--- config.mk ---
export PLATFORM = sky130hd
export DESIGN_NAME = tlb_refill_ctrl
export DESIGN_NICKNAME = d
export VERILOG_FILES = /design/src/rtl/tlb_refill_ctrl_pkg.sv /design/src/rtl/tlb_refill_ctrl_rr_arb2.sv /design/src/rtl/tlb_refill_ctrl.sv
export SDC_FILE = /design/constraint.sdc
export NUM_CORES = 1
export LEC_CHECK = 0
export CAP_MARGIN = 40
export CORE_AREA = 2 2 149 151
export DETAILED_ROUTE_END_ITERATION = 6
export DIE_AREA = 0 0 151 153
export PLACE_DENSITY_LB_ADDON = 0.25
export SYNTH_ARGS = -nofsm -noshare
export SYNTH_HDL_FRONTEND = slang
export SYNTH_SLANG_ARGS = --single-unit
--- constraint.sdc ---
create_clock -name clk -period 2.1 [get_ports clk]
set_input_delay 0.315 -clock clk [delete_from_list [all_inputs] [get_ports clk]]
set_output_delay 0.315 -clock clk [all_outputs]
set_load 0.02 [all_outputs]
--- src/rtl/tlb_refill_ctrl_pkg.sv ---
// Shared types for the TLB refill controller: main-TLB entry layout and walk states.
package tlb_refill_ctrl_pkg;

  localparam int N_REQ = 2;
  localparam logic [5:0] PS_4KB = 6'd12;

  typedef struct packed {
    logic [18:0] vppn;
    logic [5:0]  ps;
    logic        g;
    logic [9:0]  asid;
    logic        e;
    logic [19:0] ppn0;
    logic [1:0]  plv0;
    logic [1:0]  mat0;
    logic        d0;
    logic        v0;
    logic [19:0] ppn1;
    logic [1:0]  plv1;
    logic [1:0]  mat1;
    logic        d1;
    logic        v1;
  } tlb_entry_t;

  typedef enum logic [1:0] {IDLE, SEARCH, READ, REFILL} refill_state_t;

endpackage

--- src/rtl/tlb_refill_ctrl_rr_arb2.sv ---
// Two-way round-robin arbiter: the pointer names the preferred requester and
// toggles on every advance.
module rr_arb2 (
  input  logic       clk,
  input  logic       reset,
  input  logic [1:0] req,
  input  logic       advance,
  output logic [1:0] grant,
  output logic       ptr
);

  logic [1:0] pref;

  always_ff @(posedge clk) begin
    if (reset) begin
      ptr <= 1'b0;
    end else if (advance) begin
      ptr <= ~ptr;
    end
  end

  always_comb begin
    pref  = ptr ? 2'b10 : 2'b01;
    grant = ((req & pref) != 2'b00) ? pref : (req & ~pref);
  end

endmodule

--- src/rtl/tlb_refill_ctrl.sv ---
// Refill walker between the fetch/data tcaches and the main TLB; a reported miss is the
// TLB-refill exception. Define TLB_REFILL_MERGE_EN to serve identical misses with one walk.
module tlb_refill_ctrl
  import tlb_refill_ctrl_pkg::*;
#(
  parameter int TLB_IDX_W = 4
) (
  input  logic                                clk,
  input  logic                                reset,
  input  logic [N_REQ-1:0]                    req_valid,
  input  logic [N_REQ-1:0][18:0]              req_vppn,
  input  logic [N_REQ-1:0]                    req_va_bit12,
  input  logic [N_REQ-1:0][9:0]               req_asid,
  output logic [N_REQ-1:0]                    resp_valid,
  output logic [N_REQ-1:0]                    resp_found,
  output logic [N_REQ-1:0]                    refill_valid,
  output tlb_entry_t [N_REQ-1:0]              refill_data,
  output logic [N_REQ-1:0][TLB_IDX_W-1:0]     refill_index,
  output logic                                ms_valid,
  output logic [18:0]                         ms_vppn,
  output logic                                ms_va_bit12,
  output logic [9:0]                          ms_asid,
  input  logic                                ms_found,
  input  logic [TLB_IDX_W-1:0]                ms_index,
  output logic [TLB_IDX_W-1:0]                mr_index,
  input  tlb_entry_t                          mr_entry,
  input  logic                                invtlb_valid,
  input  logic                                tlb_we
);

  // IDLE: arbitrate | SEARCH: key to main TLB | READ: search result | REFILL: write tcache
  refill_state_t state, state_nx;

  logic [1:0]           arb_grant;
  logic                 arb_ptr;
  logic                 advance;
  logic                 load;
  logic                 idx_load;
  logic                 abort;
  logic                 gnt_id;
  logic [1:0]           grant_mask;
  logic [1:0]           gnt_mask;
  logic [1:0]           refill_mask;
  logic [TLB_IDX_W-1:0] lat_idx;
  logic [18:0]          key_vppn;
  logic [9:0]           key_asid;
  logic                 key_bit12;
`ifdef TLB_REFILL_MERGE_EN
  logic [1:0]           prim_mask;
`endif

  rr_arb2 u_arb (
    .clk     (clk),
    .reset   (reset),
    .req     (req_valid),
    .advance (advance),
    .grant   (arb_grant),
    .ptr     (arb_ptr)
  );

  assign abort       = invtlb_valid | tlb_we;
  assign ms_vppn     = key_vppn;
  assign ms_asid     = key_asid;
  assign ms_va_bit12 = key_bit12;

  always_comb begin
    gnt_id     = arb_grant[1];
    grant_mask = arb_grant;
`ifdef TLB_REFILL_MERGE_EN
    if ((&req_valid) && (req_vppn[0] == req_vppn[1]) && (req_asid[0] == req_asid[1]))
      grant_mask = 2'b11;
`endif
  end

  // Page size is only known once the entry is read, so a merged partner whose
  // bit12 disagrees on a 4KB page falls back to its own walk.
  always_comb begin
    refill_mask = gnt_mask;
`ifdef TLB_REFILL_MERGE_EN
    if ((gnt_mask == 2'b11) && (mr_entry.ps == PS_4KB) &&
        (req_va_bit12[0] != req_va_bit12[1]))
      refill_mask = prim_mask;
`endif
  end

  always_ff @(posedge clk) begin
    if (reset) begin
      state     <= IDLE;
      gnt_mask  <= 2'b00;
      lat_idx   <= '0;
      key_vppn  <= '0;
      key_asid  <= '0;
      key_bit12 <= 1'b0;
`ifdef TLB_REFILL_MERGE_EN
      prim_mask <= 2'b00;
`endif
    end else begin
      state <= state_nx;
      if (load) begin
        gnt_mask  <= grant_mask;
        key_vppn  <= req_vppn[gnt_id];
        key_asid  <= req_asid[gnt_id];
        key_bit12 <= req_va_bit12[gnt_id];
`ifdef TLB_REFILL_MERGE_EN
        prim_mask <= arb_grant;
`endif
      end
      if (idx_load) begin
        lat_idx <= ms_index;
      end
    end
  end

  always_comb begin
    state_nx     = state;
    load         = 1'b0;
    idx_load     = 1'b0;
    advance      = 1'b0;
    ms_valid     = 1'b0;
    mr_index     = '0;
    resp_valid   = '0;
    resp_found   = '0;
    refill_valid = '0;
    case (state)
      IDLE: begin
        if (|req_valid) begin
          load     = 1'b1;
          state_nx = SEARCH;
        end
      end
      SEARCH: begin
        ms_valid = 1'b1;
        state_nx = abort ? IDLE : READ;
      end
      READ: begin
        mr_index = ms_index;
        if (abort) begin
          state_nx = IDLE;
        end else if (ms_found) begin
          idx_load = 1'b1;
          state_nx = REFILL;
        end else begin
          resp_valid = gnt_mask;
          advance    = 1'b1;
          state_nx   = IDLE;
        end
      end
      REFILL: begin
        state_nx = IDLE;
        if (!abort) begin
          refill_valid = refill_mask;
          resp_valid   = refill_mask;
          resp_found   = refill_mask;
          advance      = 1'b1;
        end
      end
      default: state_nx = IDLE;
    endcase
    // A reset landing mid-walk must not leak a response or refill pulse.
    if (reset) begin
      ms_valid     = 1'b0;
      resp_valid   = '0;
      resp_found   = '0;
      refill_valid = '0;
      advance      = 1'b0;
    end
  end

  always_comb begin
    for (int i = 0; i < N_REQ; i++) begin
      refill_data[i]  = refill_valid[i] ? mr_entry : '0;
      refill_index[i] = refill_valid[i] ? lat_idx : '0;
    end
  end

  req_held: assert property (@(posedge clk) disable iff (reset)
    (state != IDLE) |-> ((req_valid & gnt_mask) == gnt_mask));

  rr_fair: assert property (@(posedge clk) disable iff (reset)
    ((state == IDLE) && (&req_valid)) |-> arb_grant[arb_ptr]);

endmodule

# ---- Word level (Yosys, flattened, before mapping)
# Index checks and enable logic that the tools add are counted.
dict set report totals {
  elab_cells 57
  ff_bits 39
}
dict set report classes {
  n_bitwise 5
  n_eq_ne 4
  n_reduce_logical 3
  magnitude_cmp 1
  muxes 37
}
# operator n
set op_table {}
lappend op_table {{two-way mux 89 bit} 2}
lappend op_table {{two-way mux 19 bit} 2}
lappend op_table {{two-way mux 2 bit} 12}
lappend op_table {{two-way mux 10 bit} 2}
lappend op_table {{two-way mux 1 bit} 13}
lappend op_table {{two-way mux 4 bit} 3}
lappend op_table {{one-hot mux 2 bit (4 select lines)} 1}
lappend op_table {{AND 2 bit} 2}
lappend op_table {{equality test 2 bit, second input constant} 2}
lappend op_table {{one-hot mux 2 bit (2 select lines)} 1}
lappend op_table {{equality test 2 x 1 -> 1 bit, second input constant} 1}
lappend op_table {{zero test 2 bit} 1}
lappend op_table {{< comparator 1 x 2 -> 1 bit, second input constant} 1}
lappend op_table {{inequality test 2 bit, second input constant} 1}
lappend op_table {{inverter 2 bit} 1}
lappend op_table {{one-hot mux 1 bit (2 select lines)} 1}
lappend op_table {{nonzero test 2 bit} 1}
lappend op_table {{OR reduction 2 bit} 1}
lappend op_table {{inverter 1 bit} 1}
lappend op_table {{OR 1 bit} 1}

# ---- Depth between registers and ports, before layout
# Gate-level depths: netlist (run 1).
dict set report depth {
  word_depth 6
  depth_mapped 5
  ltp_nobuf 3
}

# ---- Cells and area by module
# A second synthesis (run 1) with hierarchy kept.
dict set report hier_totals {
  hier_cells 404
  hier_area_um2 3229.3
}
# module area_each_um2 n_inst cells_each
set by_module_without_submodules {}
lappend by_module_without_submodules {tlb_refill_ctrl 3178.0 1 398}
lappend by_module_without_submodules {rr_arb2 51.3 1 6}

# ---- Least setup slack after synthesis (run 1)
# OpenSTA, ideal clock, no wires.
dict set report synth_timing {
  path_kind {input to output}
  startpoint {input port tlb_we}
  endpoint {output port refill_data[171] in the netlist's numbering}
  t_required_ns 1.785
  arrival_ns 1.244
  stages 4
  setup_slack_ns 0.541
  path_cell_list {nor3_4 > and4_4 > buf_2 > and2_1}
}
# item line
set synth_rtl {}
lappend synth_rtl {{start, declared} tlb_refill_ctrl.sv:28} ;# input logic tlb_we
lappend synth_rtl {{end, declared} tlb_refill_ctrl.sv:17} ;# output tlb_entry_t [N_REQ-1:0] refill_data,

==> results.md, run 1 <==
- Outcome: completed
- Hold Path Class: register to register
- Die Span Y: 153 um
- HPWL after DPL: 15530 um
- Share of the core filled with cells in the final layout: 35.14%
- # fillers: 2306
- Antenna violations before repair: 1
- Crit path max-delay cell type: and4_4
- First-pass detailed-route iteration total: 4
- Clock sink count: 39
- Die Span X: 151 um
- Register-to-register path setup slack: 0.63 ns
- Synth-to-layout area growth: 128.0%
- Total of max-cap violations: 0
- Mapped Area: 0.003312 sq mm
- Share of the clock period used by the worst path: 95.70%
- Clock insertion delay at the later pin of the skew report: 0.28 ns
- Cell internal pwr: 1.709 mW
- Worst-case reg-to-reg path depth: 5
- Number of global-route vias before repair: 4490
- Wire length of the first global-routing pass: 28300 um
- Fraction of final layout cells sized beyond drive strength 1: 28.55%
- Average routed wire per standard cell: 18.12 um
- IO Pins: 387
- Detailed-route wire length: 19880 um
- IR drop worst, VDD: 0.0002512 V
- Placeable core area: 0.02149 sq mm
- Net switching power figure: 0.6857 mW
- Pwr/cell area: 317.1 mW/mm^2
- Sequential cell area: 780.7 sq um
- Critical Path Sink Type: primary output
- Hold Path Depth: 2
- Leak Pwr: 3.096 nW
- Primary FF master, synth: dfxtp_1
- GP Congestion: 0.8035
- Gr usage total: 16.19%
- Mapped Cells: 445
- H-tree levels: 2
- Startpoint of the worst register-to-register path: state[1]
- Count of endpoints failing hold in the final timing report: 0
- Sw Share: 28.64%
- Total area of multi-input combinational cells: 0.002206 sq mm
- Antenna-violating nets left: 0
- Vias: 4553
- Starting density of the core: 15.41%
- Average size of a mapped cell: 7.443 sq um
- Initial detailed-routing violation count: 140
- Final critical path time including I/O delays and setup: 2.010 ns
- Final count of negative-setup-slack endpoints: 0
- Post-synthesis cell type with the largest combined area: and2_1
- Final slew viol count: 0
- Count of cell types in the netlist: 29
- Hold path startpoint: lat_idx[0]
- Final Total Pwr: 2.394 mW
- CTS Root Cell: clkbuf_16
- List of most frequent post-synthesis cells: and2_1, dfxtp_1, a21oi_1, o21ai_0, nand3_1
- RSZ-0062 raised after global routing: no
- Number of I/O port buffers: 386
- CTS tree: done
- Number of nets in the finished design: 977
- Most common cell in the synthesized netlist: and2_1
- Async SR Flop Fraction: 0%
- RR Endpoint: ms_vppn[15]
- Number of buffers on the longest clock path: 2
- Clk network pwr share: 30.0%
- Combinational power share: 34.8%
- DRC errors left: 0
- Crit path launch type: input pin
- Count of flip-flops with a built-in enable after synthesis: 0
- Mapped Nets: 605
- Data arrival, critical path: 1.69 ns
- Maximum fanout along the worst path: 22
- Pre-CTS worst setup slack: -0.5882 ns
- Global-route congestion overflow total: 0
- Terminating pin of the worst hold path: lat_idx[0]
- Post-synthesis register bit count: 39
- Num rows: 54
- Final worst clock skew: 0.002013 ns
- Yosys warning total: 0
- Area fraction of the dominant cell type after synthesis: 35.89%
- Number of buffers created by CTS: 5
- Slowest Stage Delay on Critical Path: 0.38 ns
- CTS clock-pin slew for the worst setup and hold paths: 0.06 ns
- Max transition margin: 57.51%
- Maximum number of pins on one net before global-route repair: 44
- Setup slack after layout: 0.09031 ns
- Crit path kind: input pin to primary output
- Portion of total power attributed to sequential cells: 35.2%
- Transition time at the pin with the least slew margin: 0.6374 ns
- Sequential fraction of the synthesis area: 23.57%
- Via-to-Cell Ratio: 4.150
- Data required, critical path: 1.78 ns
- Maximum clock frequency: 497.6 MHz
- DIE AREA: 0.02310 sq mm
- Cell types with the largest area share after synthesis: and2_1, dfxtp_1, a311oi_1, a21oi_1, o21ai_0
- Critical-path cell list: dlygate4sd2_1, nor3_4, and4_4, buf_12, and2_1, clkdlybuf4s15_2
-- registers in the layout (all words and copies together) (netlist names) --
signal	flops
ms_asid	10
ms_va_bit12	1
lat_idx	4
u_arb.ptr	1
ms_vppn	19
state	2
gnt_mask	2
-- worst max-delay path: cells and delay by family --
| family | cells | cell delay (ns) |
|---|---|---|
| buffers and inverters | 3 | 0.72 |
| AND/OR/NAND/NOR | 3 | 0.66 |
-- cell families after synthesis --
logic type / Yosys count / share of synthesized area (%)
buffers and inverters: 53 / 10.20
AO/OA/AOI/OAI: 97 / 18.40
multiplexers: 4 / 1.209
AND/OR/NAND/NOR: 252 / 46.62
flip-flops: 39 / 23.57
-- stage by stage --
stage          area (sq um)  setup TNS [ns]  instances  hold WS, ns
6_report               7550               0       1097       0.4829
5_1_grt                7550               0       1097       0.5053
4_1_cts                7652         -0.1139       1096       0.4896
3_5_place_dp           7466          -91.40       1084       0.4781
3_3_place_gp           7466          -89.79       1084       0.4728
2_1_floorplan          3312               0        445       0.4518
-- area by class of cell --
type	instances	area share (%)
antenna	1	0.03315
clock buffer	6	1.707
inverter	4	0.1989
multi-input combinational	353	29.22
sequential	39	10.34
tap	280	4.640
timing repair buffer	414	53.86
-- placed cells by master (no fill, tap or decap), types with 8 or more instances in the layout --
master,n
o21ai_0,32
dfxtp_1,39
dlygate4sd2_1,8
clkdlybuf4s15_2,103
buf_12,13
a311oi_1,30
nand2b_1,9
buf_4,24
buf_2,47
clkbuf_2,20
clkdlybuf4s50_1,186
nand3_1,31
a21oi_1,32
and2_1,187
-- how the worst max path moves through the flow --
stage,end,from,slack [ns],cells past startpoint
floorplan,refill_data[171],tlb_we,0.54,4
global placement,refill_data[141],invtlb_valid,-0.57,6
detailed placement,refill_data[141],invtlb_valid,-0.59,6
CTS,refill_data[50],invtlb_valid,-0.01,6
global route,refill_index[3],tlb_we,0.01,6
finish,refill_data[67],tlb_we,0.09,6
-- timing repair --
| action | 4_1_cts | 5_1_grt |
|---|---|---|
| gates resized for setup | 565 | 35 |
| hold buffers | 0 | 0 |
| cloned | 3 | 0 |
| pin swaps | 3 | 1 |
| setup buffers | 3 | 0 |
| endpoints found under the setup margin | 195 | 105 |
-- metal layers --
metal / track usage, % / share of wire (%) / up-vias
met5: 0 / 0 / -
met3: 4.478 / 8.9 / 24
li1: - / - / 2246
met2: 28.92 / 49 / 205
met4: 4.584 / 2.5 / 0
met1: 18.71 / 39 / 2078
-- power by group through the flow --
stage | logic (mW) | registers (mW) | clock network, mW
3_3_place_gp | 0.844 | 0.857 | 0
3_5_place_dp | 0.841 | 0.858 | 0
4_1_cts | 0.845 | 0.843 | 0.743
2_1_floorplan | 0.209 | 0.932 | 0
5_1_grt | 0.896 | 0.852 | 0.773
6_report | 0.833 | 0.843 | 0.718
Note: power is estimated with default switching activity, not from simulation.
==> inputs of run 2 (changes only) <==
--- a/config.mk
+++ b/config.mk
@@ -5,10 +5,11 @@
 export SDC_FILE = /design/constraint.sdc
 export NUM_CORES = 1
 export LEC_CHECK = 0
+export ABC_AREA = 1
 export CAP_MARGIN = 40
-export CORE_AREA = 2 2 149 151
+export CORE_AREA = 2 2 150 152
 export DETAILED_ROUTE_END_ITERATION = 6
-export DIE_AREA = 0 0 151 153
+export DIE_AREA = 0 0 152 154
 export PLACE_DENSITY_LB_ADDON = 0.25
 export SYNTH_ARGS = -nofsm -noshare
 export SYNTH_HDL_FRONTEND = slang
==> constraint.sdc (replaced) <==
create_clock -name clk -period 1.75 [get_ports clk]
set_input_delay 0.2625 -clock clk [delete_from_list [all_inputs] [get_ports clk]]
set_output_delay 0.2625 -clock clk [all_outputs]
set_load 0.02 [all_outputs]
==> results.md, run 2 <==
- Cell family contributing the most delay on the critical path: simple AND/OR/NAND/NOR gates
- Num rows: 54 (unchanged)
- Mapped Nets: 857 (+42%)
- Number of buffers created by CTS: 5 (unchanged)
- Cell types with the largest area share after synthesis: nor2_1, dfxtp_1, inv_1, nand2_1, nand3_1
- Leak Pwr: 4.549 nW (+47%)
- Fraction of final layout cells sized beyond drive strength 1: 33.86% (+5.3 points)
- Area fraction of the dominant cell type after synthesis: 32.25% (-3.6 points)
- Yosys warning total: 0 (unchanged)
- Crit path max-delay cell type: dfxtp_2
- Initial detailed-routing violation count: 214 (+53%)
- Share of the core filled with cells in the final layout: 42.93% (+7.8 points)
- Critical path origin: state[1]
- Count of cell types in the netlist: 19 (-34%)
- Violations in the final reports: setup timing
- Max transition margin: 72.61% (+15 points)
- Mapped Cells: 697 (+57%)
- First-pass detailed-route iteration total: 4 (unchanged)
- Buffers and inverters on the worst path: 3 (unchanged)
- Placeable core area: 0.02169 sq mm (+0.94%)
- Maximum fanout along the worst path: 60 (+170%)
- Mapped Area: 0.003457 sq mm (+4.4%)
- Levels on crit path: 7 (+1)
- Number of global-route vias before repair: 5155 (+15%)
- Hold Path Class: register to register
- IO Pins: 387 (unchanged)
- Maximum number of pins on one net before global-route repair: 61 (+39%)
- Most common cell in the synthesized netlist: nor2_1
- Global-route congestion overflow total: 0 (unchanged)
- Detailed-route wire length: 22450 um (+13%)
- Critical-path cell list: nand2_2, nor2_4, buf_6, nand3_4, buf_12, nor2_1, buf_4
- GP Congestion: 0.8562 (+6.6%)
- Share of the clock period used by the worst path: 113.6%
- Final critical path time including I/O delays and setup: 1.989 ns
- RSZ-0062 raised after global routing: yes
- Tightest hold margin: 0.4799 ns (-0.002951 ns)
- Synth-to-layout area growth: 169.3%
- CTS hold repair buffers: 0 (unchanged)
- Pwr/cell area: 353.6 mW/mm^2 (+11%)
- Die Span Y: 154 um (+0.65%)
- Number of I/O port buffers: 386 (unchanged)
- Most used cells in the layout excluding fill and tap cells: nor2_1, clkdlybuf4s50_1, inv_1
- Primary FF master, synth: dfxtp_1
- Max FFs per register: 19 (unchanged)
- DRC errors left: 0 (unchanged)
- Post-synthesis register bit count: 39 (unchanged)
- Setup slack after layout: -0.2385 ns (-0.3288 ns)
- H-tree levels: 2 (unchanged)
- Average size of a mapped cell: 4.960 sq um (-33%)
- Transition time at the pin with the least slew margin: 0.4109 ns (-0.2265 ns)
- Outcome: finished with violations
- Count of endpoints failing hold in the final timing report: 0 (unchanged)
- Vias: 5587 (+23%)
- Data required, critical path: 1.49 ns (-0.29 ns)
- DIE AREA: 0.02341 sq mm (+1.3%)
- Post-synthesis cell type with the largest combined area: nor2_1
- Crit path launch type: register
- Hold Path Depth: 2 (unchanged)
- Critical Path Sink Type: primary output
- Data arrival, critical path: 1.73 ns (+0.04 ns)
- Worst-case reg-to-reg path depth: 8 (+3)
- Number of buffers on the longest clock path: 2 (unchanged)
- Wire length of the first global-routing pass: 31630 um (+12%)
- Via-to-Cell Ratio: 3.948 (-4.9%)
- Gr usage total: 17.39% (+1.2 points)
- Register-to-register path setup slack: 0.35 ns (-0.28 ns)
- Count of flip-flops with a built-in enable after synthesis: 0 (unchanged)
- Total of max-cap violations: 0 (unchanged)
- Setup TNS Final: -22.58 ns (-22.58 ns)
- Most common cell after layout, fill and taps aside: nor2_1
- Antenna-violating nets left: 0 (unchanged)
- CTS Root Cell: clkbuf_16
- Die Span X: 152 um (+0.66%)
- Sequential fraction of the synthesis area: 22.58% (-0.99 points)
- Number of nets in the finished design: 1294 (+32%)
- CTS tree: done
- CTS clock-pin slew for the worst setup and hold paths: 0.06 ns (about the same)
- Final count of negative-setup-slack endpoints: 186 (+186)
- Starting density of the core: 15.94% (+0.53 points)
- Maximum clock frequency: 502.9 MHz
- Slowest Stage Delay on Critical Path: 0.34 ns (-0.04 ns)
- Async SR Flop Fraction: 0% (unchanged)
- Antenna violations before repair: 3 (+2)
- Final worst clock skew: 0.005172 ns (+0.003160 ns)
- Pre-CTS worst setup slack: -0.7981 ns (-0.2099 ns)
- Clock insertion delay at the later pin of the skew report: 0.28 ns (about the same)
- Crit path kind: register to primary output
- Startpoint of the worst register-to-register path: state[1]
- IR drop worst, VDD: 0.0002851 V (+13%)
- # fillers: 2257 (-2.1%)
- HPWL after DPL: 16640 um (+7.1%)
- Clock sink count: 39 (unchanged)
- List of most frequent post-synthesis cells: nor2_1, inv_1, nand2_1, dfxtp_1, nand3_1
- Final slew viol count: 0 (unchanged)
- Hold path startpoint: lat_idx[2]
- Average routed wire per standard cell: 15.87 um (-12%)
run 2: cell types whose count changed in the layout (fill, tap and decap cells not counted), moves of 80 or more:
cell	delta
and2_1	-187
buf_6	+101
inv_1	+158
nand2_1	+101
nor2_1	+204
nor2_4	+80
run 2: path summary, 6_finish.rpt:
path | to
max reg2reg | ms_vppn[5]
min reg2reg | lat_idx[2]
max | refill_data[160]
min | lat_idx[2]
run 2: worst reg2reg max path: stages, from the launching register on:
cell,delay [ns]
dfxtp_2,0.33
buf_4,0.15
inv_1,0.06
nand2_1,0.08
nor2_2,0.16
buf_12,0.21
nand2_1,0.09
nor2_1,0.16
nor2_1,0.06
run 2: repair_timing:
action / CTS / global route
gates resized for setup: 701 / 384
setup endpoints to repair: 197 / 197
cloned: 9 / 2
pin swaps: 3 / 2
setup buffers: 17 / 23
run 2: kinds of logic (layout without fill, tap and decap cells):
family / after synthesis / in the layout / synth area share [%]
AOI/OAI and AO/OA: 4 / 4 / 0.6153
other: 0 / 1 / 0
and+or+nand+nor: 446 / 446 / 50.78
DFF: 39 / 39 / 22.58
buffers and inverters: 208 / 645 / 26.02
run 2: power by group:
part	internal, mW	leakage [nW]	switching, mW
Clock	0.665	0.0759	0.379
Combinational	0.637	4.15	0.601
Sequential	0.970	0.323	0.0408
run 2: per-layer routing:
metal	part of all wire [%]	GRT usage [%]	wire (um)
met5	0.14	0	31
met4	1.9	4.673	426
met3	7.4	5.383	1665
met2	51	31.42	11500
met1	39	19.79	8825
run 2: area by class of cell:
cell class	instances	area (sq um)	area share, %
repair buffers	472	4961	53.29
multi-input cells	450	2416	25.95
flip-flops and latches	39	782.0	8.399
inverters	166	635.6	6.827
well taps	280	350.3	3.763
clock buffers	5	125.1	1.344
clock inverters	2	37.54	0.4032
diodes	1	2.502	0.02688
run 2: stage by stage:
stage | cell area [sq um] | std cells | power (mW)
3_3_place_gp | 7744 | 1357 | 2.217
6_report | 9310 | 1415 | 3.292
4_1_cts | 8607 | 1390 | 3.320
5_1_grt | 9308 | 1414 | 3.501
3_5_place_dp | 7744 | 1357 | 2.222
2_1_floorplan | 3457 | 697 | 1.508
